===== src/rtl/md_sched.sv =====
// md_sched: sequencing controller for the multiply/divide unit.
// Launches long HI/LO operations, counts down their fixed latency, commits
// results with HI/LO write pulses, stalls colliding D-stage MD instructions,
// and cancels in-flight work on flush. All outputs except stall_d are registered.
module md_sched #(
    parameter int MULT_CYCLES = 5,
    parameter int DIV_CYCLES  = 10
) (
    input  logic       clk,
    input  logic       reset,
    input  logic       e_valid,
    input  logic [3:0] e_op,
    input  logic       d_is_md,
    input  logic       flush,
    output logic       start,
    output logic [3:0] start_op,
    output logic       busy,
    output logic       stall_d,
    output logic       hi_we,
    output logic       lo_we,
    output logic [7:0] remain,
    output logic       drop
);

    localparam logic [7:0] MULT_N = 8'(MULT_CYCLES);
    localparam logic [7:0] DIV_N  = 8'(DIV_CYCLES);

    typedef enum logic [1:0] {
        ST_IDLE = 2'd0,
        ST_RUN  = 2'd1,
        ST_DONE = 2'd2
    } state_t;

    // mult/multu/div/divu/madd/msub occupy the unit for a fixed latency
    function automatic logic is_long_op(input logic [3:0] op);
        case (op)
            4'd1, 4'd2, 4'd3, 4'd4, 4'd9, 4'd10: is_long_op = 1'b1;
            default:                             is_long_op = 1'b0;
        endcase
    endfunction

    function automatic logic is_div_op(input logic [3:0] op);
        case (op)
            4'd3, 4'd4: is_div_op = 1'b1;
            default:    is_div_op = 1'b0;
        endcase
    endfunction

    // Codes 0 and 11..15 are no-ops and never cause a drop
    function automatic logic is_md_op(input logic [3:0] op);
        is_md_op = (op >= 4'd1) && (op <= 4'd10);
    endfunction

    state_t     state_r, state_nxt_s;
    logic [7:0] remain_r, remain_nxt_s;
    logic       start_r, start_nxt_s;
    logic [3:0] start_op_r, start_op_nxt_s;
    logic       busy_r, busy_nxt_s;
    logic       hi_we_r, hi_we_nxt_s;
    logic       lo_we_r, lo_we_nxt_s;
    logic       drop_r, drop_nxt_s;
    logic       ready_s;
    logic       accept_s;

    // The unit can take a new op in IDLE and in the single DONE cycle
    assign ready_s  = (state_r == ST_IDLE) || (state_r == ST_DONE);
    assign accept_s = e_valid & ~flush & ready_s;

    // State and countdown register
    always_ff @(posedge clk) begin
        if (reset) begin
            state_r  <= ST_IDLE;
            remain_r <= 8'd0;
        end else begin
            state_r  <= state_nxt_s;
            remain_r <= remain_nxt_s;
        end
    end

    // Next-state and countdown: flush overrides everything but reset
    always_comb begin
        state_nxt_s  = state_r;
        remain_nxt_s = remain_r;
        if (flush) begin
            state_nxt_s  = ST_IDLE;
            remain_nxt_s = 8'd0;
        end else begin
            case (state_r)
                ST_IDLE, ST_DONE: begin
                    if (e_valid && is_long_op(e_op)) begin
                        state_nxt_s  = ST_RUN;
                        remain_nxt_s = is_div_op(e_op) ? DIV_N : MULT_N;
                    end else begin
                        state_nxt_s  = ST_IDLE;
                        remain_nxt_s = 8'd0;
                    end
                end
                ST_RUN: begin
                    if (remain_r <= 8'd1) begin
                        state_nxt_s  = ST_DONE;
                        remain_nxt_s = 8'd0;
                    end else begin
                        state_nxt_s  = ST_RUN;
                        remain_nxt_s = remain_r - 8'd1;
                    end
                end
                default: begin
                    state_nxt_s  = ST_IDLE;
                    remain_nxt_s = 8'd0;
                end
            endcase
        end
    end

    // Next values of the registered outputs, derived from the upcoming state
    always_comb begin
        start_nxt_s    = accept_s & is_long_op(e_op);
        start_op_nxt_s = start_nxt_s ? e_op : start_op_r;
        busy_nxt_s     = (state_nxt_s == ST_RUN);
        hi_we_nxt_s    = (state_nxt_s == ST_DONE) | (accept_s & (e_op == 4'd7));
        lo_we_nxt_s    = (state_nxt_s == ST_DONE) | (accept_s & (e_op == 4'd8));
        drop_nxt_s     = e_valid & ~flush & (state_r == ST_RUN) & is_md_op(e_op);
    end

    // Output register bank
    always_ff @(posedge clk) begin
        if (reset) begin
            start_r    <= 1'b0;
            start_op_r <= 4'd0;
            busy_r     <= 1'b0;
            hi_we_r    <= 1'b0;
            lo_we_r    <= 1'b0;
            drop_r     <= 1'b0;
        end else begin
            start_r    <= start_nxt_s;
            start_op_r <= start_op_nxt_s;
            busy_r     <= busy_nxt_s;
            hi_we_r    <= hi_we_nxt_s;
            lo_we_r    <= lo_we_nxt_s;
            drop_r     <= drop_nxt_s;
        end
    end

    assign start    = start_r;
    assign start_op = start_op_r;
    assign busy     = busy_r;
    assign hi_we    = hi_we_r;
    assign lo_we    = lo_we_r;
    assign remain   = remain_r;
    assign drop     = drop_r;

    // Hold a D-stage MD instruction while the unit is, or is about to be, occupied
    assign stall_d = d_is_md & (busy_r | start_r | (e_valid & is_long_op(e_op)));

endmodule


===== config.mk =====
export PLATFORM = sky130hd
export DESIGN_NAME = md_sched
export DESIGN_NICKNAME = d
export VERILOG_FILES = /design/src/rtl/md_sched.sv
export SDC_FILE = /design/constraint.sdc
export NUM_CORES = 1
export LEC_CHECK = 0
export CAP_MARGIN = 40
export CORE_UTILIZATION = 47
export CTS_CLUSTER_DIAMETER = 200
export CTS_CLUSTER_SIZE = 10
export DETAILED_ROUTE_END_ITERATION = 7
export GPL_ROUTABILITY_DRIVEN = 0
export PLACE_DENSITY = 0.76
export SYNTH_ARGS = -nofsm -noshare
export SYNTH_HDL_FRONTEND = slang
export SYNTH_SLANG_ARGS = --single-unit

===== constraint.sdc =====
create_clock -name clk -period 1.5 [get_ports clk]
set_input_delay 0.3 -clock clk [delete_from_list [all_inputs] [get_ports clk]]
set_output_delay 0.3 -clock clk [all_outputs]
set_load 0.01 [all_outputs]

==> Word-level counts from Yosys, hierarchy flattened <==
Index checks and enable logic that the tools add are counted.
W data, S select, Z words.
{ "word_totals": {"register_bits": 19, "latch_bits": 0, "mem_bits_rw": 0, "rom_bits": 0, "out_inout_bits": 18, "mem_count": 0} }
{ "op_classes": {"addsub": 1, "mul": 0, "n_div": 0, "order_cmp": 3, "eq_ne": 12, "shift": 0, "n_mux": 15, "bitwise_logic": 14, "reduce_logical": 8} }
{ "op_table": {"columns": ["operator", "n"], "rows": [
  ["$pmux W8 S2", 1],
  ["$eq A4 B4 Y1 const B", 3],
  ["$and A1 B1 Y1", 9],
  ["$eq A4 B2 Y1 const B", 2],
  ["$eq A4 B3 Y1 const B", 2],
  ["$le A8 B1 Y1 const B", 1],
  ["$mux W1", 8],
  ["$mux W4", 2],
  ["$mux W8", 1],
  ["$sub A8 B1 Y8 const B", 1],
  ["$reduce_or A2 Y1", 3],
  ["$reduce_or A6 Y1", 1],
  ["$eq A2 B1 Y1 const B", 2],
  ["$eq A2 B2 Y1 const B", 2],
  ["$eq A4 B1 Y1 const B", 1],
  ["$ge A4 B1 Y1 const B", 1],
  ["$le A4 B4 Y1 const B", 1],
  ["$mux W2", 2],
  ["$or A1 B1 Y1", 4],
  ["$pmux W2 S2", 1],
  ["$logic_and A1 B1 Y1", 2],
  ["$logic_not A2 Y1", 1],
  ["$logic_or A1 B1 Y1", 1],
  ["$not A1 Y1", 1]
]} }

==> Longest topological paths before layout <==
{ "depth": {"depth_word": 12, "ltp_mapped": 6, "ltp_nobuf": 6} }

==> Least setup slack after synthesis <==
Ideal clock, no wire load.
{ "synth_timing": {"path_kind": "reg-to-reg", "from": "register remain_r[0] (netlist: remain[0])", "to": "register lo_we_r (netlist: lo_we)", "setup_ns": 0.066, "t_arrival_ns": 1.369, "required_time_ns": 1.434, "slack_ns": 0.065, "stages_incl_launch_ff": 7, "n_path_buf": 0, "synth_period_minus_slack_ns": 1.435, "cell_sequence": "dfxtp_1 -> inv_1 -> ha_1 -> or2_1 -> nand3_4 -> or3_4 -> a21oi_2"} }
{ "synth_between": {"elab_chain_len": 6} }
{ "synth_rtl": {"columns": ["element", "line", "text"], "rows": [
  ["start: declaration", "55", "logic [7:0] remain_r, remain_nxt_s;"],
  ["start signal: assignment", "76", "remain_r <= remain_nxt_s;"],
  ["$le A8 B1 Y1", "99", "if (remain_r <= 8'd1) begin"],
  ["$mux W2", "99", null],
  ["$pmux W2 S2", "88", "case (state_r)"],
  ["$mux W2", "84", "if (flush) begin"],
  ["$eq A2 B2 Y1", "121", "lo_we_nxt_s = (state_nxt_s == ST_DONE) | (accept_s & (e_op == 4'd8));"],
  ["$or A1 B1 Y1", "121", null],
  ["end signal: assignment", "139", "lo_we_r <= lo_we_nxt_s;"],
  ["end: declaration", "60", "logic lo_we_r, lo_we_nxt_s;"]
]} }
Every way passes these cells.
A chain may end at the register's enable or synchronous reset.

==> Worst setup path after layout <==
{ "layout_timing": {"from": "register hi_we_r (netlist: hi_we)", "to": "output port hi_we"} }
{ "layout_rtl": {"columns": ["element", "line", "text"], "rows": [
  ["start: declaration", "59", "logic hi_we_r, hi_we_nxt_s;"],
  ["start signal: assignment", "138", "hi_we_r <= hi_we_nxt_s;"],
  ["end: declaration", "19", "output logic hi_we,"]
]} }
No word-level cell between the ends.

==> results <==
- For this block, the via count after detailed routing is 1000.
- Setup repair after global routing left no endpoint under its margin.
- The highest attainable clock frequency is slightly below 0.7 GHz.
- The data required time at the worst endpoint is ~1.2 ns.
- After Yosys synthesis, XOR and XNOR cells account for about 3.4% of the synthesized area.
- Relative to the synthesized area, the layout overhead comes to 47.8%.
- The number of different library cells in the post-synthesis netlist is slightly above 40.
- The number of global-route vias before repair came to approximately 950.
- The instance count of the mapped netlist is ~110.
- Along the worst path, the maximum fanout reaches 1.
- The pre-CTS setup slack is -0.773 ns.
- Walking the worst path, the cells encountered are clkdlybuf4s50_1.
- The library cell used most frequently in the layout, excluding fill and tap cells, is sky130_fd_sc_hd__buf_4.
- The setup TNS after final layout is 0 ns.
- Measured against the total synthesized area, the mux share comes to ~2%.
- The most heavily used metal layer in global routing is met2.
- The met3 track demand over resource in global routing is under 10%.
- The total die area is roughly 2400 um2.
- For this run, design rule violations remaining after detail routing come to 0.
- The final net count is 176.
- The worst setup path is launched from a flop.
- The slew at the pin with the worst max-slew slack is 0.303 ns.
- The wire length of the first global-routing pass is 4420 um.
- The dominant combinational cell family by area after synthesis is simple AND/OR/NAND/NOR gates.
- Max-cap violations in this run came to 0.
- Of all cell types, the one taking the most synthesized area is sky130_fd_sc_hd__dfxtp_1.
- The worst path needs between 1 and 1.5 ns of the cycle, external delays included.
- The run finished with clean final reports.
- The standard cell core area is about 2000 um2.
- The share of post-route cells with drive strength above 1 is between 30% and 40%.
- For this run, global-route usage on met2 was measured as between 40 and 50%.
- The detail route stage leaves a number of antenna-violating nets equal to 0.
- After Yosys synthesis, and, or, nand and nor cells account for between 30% and 40% of the synthesized area.
- In the layout the commonest cells are sky130_fd_sc_hd__buf_4 (26), sky130_fd_sc_hd__a21oi_1 (12), sky130_fd_sc_hd__dfxtp_1 (12), sky130_fd_sc_hd__dlygate4sd2_1 (12), sky130_fd_sc_hd__nand2_1 (11).
- The first detailed-routing pass ran for 4 iterations.
- Measured against its own limit, the worst slew margin works out to 79.6%.
- The static leakage is 0.744 nW.
- The final critical path takes up between 90 and 100% of the cycle.
- The setup slack of the worst register-to-register path is about 0.080 ns.
- The effective utilization at floorplan is 51.4%.
- The mean cell area of the mapped netlist is 9.11 um2.
- The clock passes through at most 2 buffers.
- In the routed layout, each cell is associated on average with a via count of 5.24.
- The cts-stage hold buffer count is 0.
- The clock reaches the later pin of the worst-skew pair after approximately 0.3 ns.
- For the worst setup path, the data arrival time is roughly 1.2 ns.
- The count of routing violations after the opening detailed-route iteration is 15.
- The combined buffer and inverter count along the critical path is 1.
- The register bit count reported by yosys is 19.
- After Yosys synthesis, full adders, half adders and majority gates account for under 10% of the synthesized area.
- Setup violations remaining at the end of the flow were counted as 0.
- The average routed wire per standard cell is 14.2 um.
- On the final layout, the worst hold slack is around 0.36 ns.
- The die is slightly below 50 um wide.
- CTS built an H-tree with a depth of 1.
- The post-synthesis net count is ~120.
- The kind of critical path is flop to output pin.
- The chip height is around 49 um.
- The number of failing hold endpoints at the final stage came to 0.
- The floorplan has 16 rows.
- The area fraction of the dominant cell type after synthesis is 36.9%.
- In this run the tool buffered the top-level ports with 26 buffer cells.
- The wire-length estimate of the detail-placed layout is about 2000 um.
- The number of antenna violations at the first check in global routing is 0.
- Counting every sink on the clock net gives 19.
- The number of clock buffers inserted by TritonCTS is 3.
- For this design, the slowest cell found on the critical path is sky130_fd_sc_hd__clkdlybuf4s50_1.
- Power spread over the standard cell area amounts to roughly 650 nW/um2.
- The number of primary I/O pins is 27.
- Summing the areas of all compound-gate instances in the mapped netlist gives roughly 17% of the synthesized area.
- The share of the yosys chip area belonging to registers is roughly 37%.
- The repair_antennas step left the layout with diodes totalling 0.
- The maximum resistive drop on vdd is 0.000639 V.
- The kind of cell with the highest combined delay along the critical path is buffers and inverters.
- The mapped netlist covers 1030 um2.
- The sum of overflow across all layers after global routing is 0.
- The post-layout worst setup margin is around 0.046 ns.
- By area the synthesized netlist is led by sky130_fd_sc_hd__dfxtp_1 (37%), sky130_fd_sc_hd__a21oi_1 (5.8%), sky130_fd_sc_hd__nand2_1 (4.0%).
- The clock-pin slew reported for the worst setup and hold paths after clock tree synthesis is 0.11 ns.
- After layout, the design draws a total of 0.982 mW.
- The total track usage is roughly 24%.
- The clock root buffer master is sky130_fd_sc_hd__clkbuf_4.
- Yosys printed 0 warnings.
- The path class of the tightest hold or removal check is input port to flop.
- The worst-case clock skew is ~0.0051 ns.
- The final count of pins violating max slew came to 0.
- The largest net degree at the start of global routing is 12.
- For this run, global-route usage on met1 was measured as a little over 30%.
- The stage delay of the slowest cell on the critical path is between 0.5 and 0.6 ns.
- TritonCTS built the clock tree.
- STA classifies the critical path endpoint as an output pin.
- The total detailed-routing wirelength is 2720 um.
## synthesized netlist by cell type
master and number:
sky130_fd_sc_hd__o22ai_2 1, sky130_fd_sc_hd__or3_4 1, sky130_fd_sc_hd__o41ai_1 1, sky130_fd_sc_hd__nand3b_1 1
sky130_fd_sc_hd__nand2b_1 4, sky130_fd_sc_hd__o211ai_1 1, sky130_fd_sc_hd__nor2b_1 1, sky130_fd_sc_hd__nor4b_4 1
sky130_fd_sc_hd__nor3b_1 1, sky130_fd_sc_hd__dfxtp_1 19, sky130_fd_sc_hd__nor4_2 1, sky130_fd_sc_hd__buf_4 2
sky130_fd_sc_hd__o32ai_1 1, sky130_fd_sc_hd__nand4_1 1, sky130_fd_sc_hd__a21oi_1 12, sky130_fd_sc_hd__buf_2 3
sky130_fd_sc_hd__a21oi_2 2, sky130_fd_sc_hd__a211oi_2 1, sky130_fd_sc_hd__a2111oi_1 1, sky130_fd_sc_hd__nand3_4 1
sky130_fd_sc_hd__ha_1 2, sky130_fd_sc_hd__nor3_1 3, sky130_fd_sc_hd__nor4_1 2, sky130_fd_sc_hd__inv_1 4
sky130_fd_sc_hd__nand3_1 4, sky130_fd_sc_hd__o21ai_1 3, sky130_fd_sc_hd__or2_1 2, sky130_fd_sc_hd__xor2_1 2
sky130_fd_sc_hd__nand2_1 11, sky130_fd_sc_hd__or2_4 1, sky130_fd_sc_hd__nor4_4 1, sky130_fd_sc_hd__and2_1 1
sky130_fd_sc_hd__o21ai_0 1, sky130_fd_sc_hd__nor2_1 9, sky130_fd_sc_hd__a211o_1 2, sky130_fd_sc_hd__nor2_2 1
sky130_fd_sc_hd__or4_4 1, sky130_fd_sc_hd__xnor2_1 2, sky130_fd_sc_hd__mux2i_1 2, sky130_fd_sc_hd__nand2b_4 2
sky130_fd_sc_hd__nor4b_2 1
## report_power, final
| part | internal, mW | switching (mW) | total (mW) |
|---|---|---|---|
| registers | 0.506 | 0.00525 | 0.511 |
| logic | 0.102 | 0.0982 | 0.200 |
| clock network | 0.0993 | 0.171 | 0.271 |
| total | 0.707 | 0.275 | 0.982 |
## final cells by class
cell class | count | area, um2
multi-input cells | 85 | 621
fillers | 159 | 480
repair buffers | 52 | 425
clock buffers | 3 | 22.5
flip-flops and latches | 19 | 399
well taps | 27 | 33.8
inverters | 4 | 15.0
clock inverters | 1 | 5.00
## cells by family (layout without fill, tap and decap cells)
family                     count (synthesis)  count (layout)
muxes                                      2               2
and+or+nand+nor                           51              51
buffers and inverters                      9              60
AOI/OAI and AO/OA                         26              26
adders and majority gates                  2               2
DFF                                       19              19
xor gates and xnor gates                   4               4
## flip-flops by register name, summed over array words and instances (netlist names)
register / cells
remain: 8
start_op: 4
state_r: 2
busy: 1
drop: 1
hi_we: 1
lo_we: 1
start: 1
## timing repair
action	CTS	global route
pin swaps	4	3
setup endpoints to repair	19	8
gates resized for setup	43	8
setup buffers	0	4
## through the flow
step	cell area (um2)	std cells	utilization, %
after floorplan	1030	113	-
after global placement	1460	183	72.9
after detailed placement	1460	183	72.9
after CTS	1490	187	74.2
after global routing	1520	191	76.0
final	1520	191	76.0
## worst min-delay path, cell delays in order
cell and delay, ns:
sky130_fd_sc_hd__buf_2 0.14, sky130_fd_sc_hd__nor4b_4 0.07, sky130_fd_sc_hd__nand2_1 0.06, sky130_fd_sc_hd__a21oi_1 0.05
## final timing paths
path	start	endpoint	depth (start not counted)
max	hi_we	hi_we	1
min	e_op[3]	start_op[2]	4
max reg2reg	remain[4]	lo_we	4
min reg2reg	start_op[2]	start_op[2]	2
## routing by layer
| layer | part of all wire, % | up-vias |
|---|---|---|
| li1 | - | 499 |
| met5 | 0 | - |
| met4 | 1.7 | 0 |
| met2 | 48 | 26 |
| met1 | 47 | 471 |
| met3 | 3.1 | 4 |
Note: power is estimated with default switching activity, not from simulation.
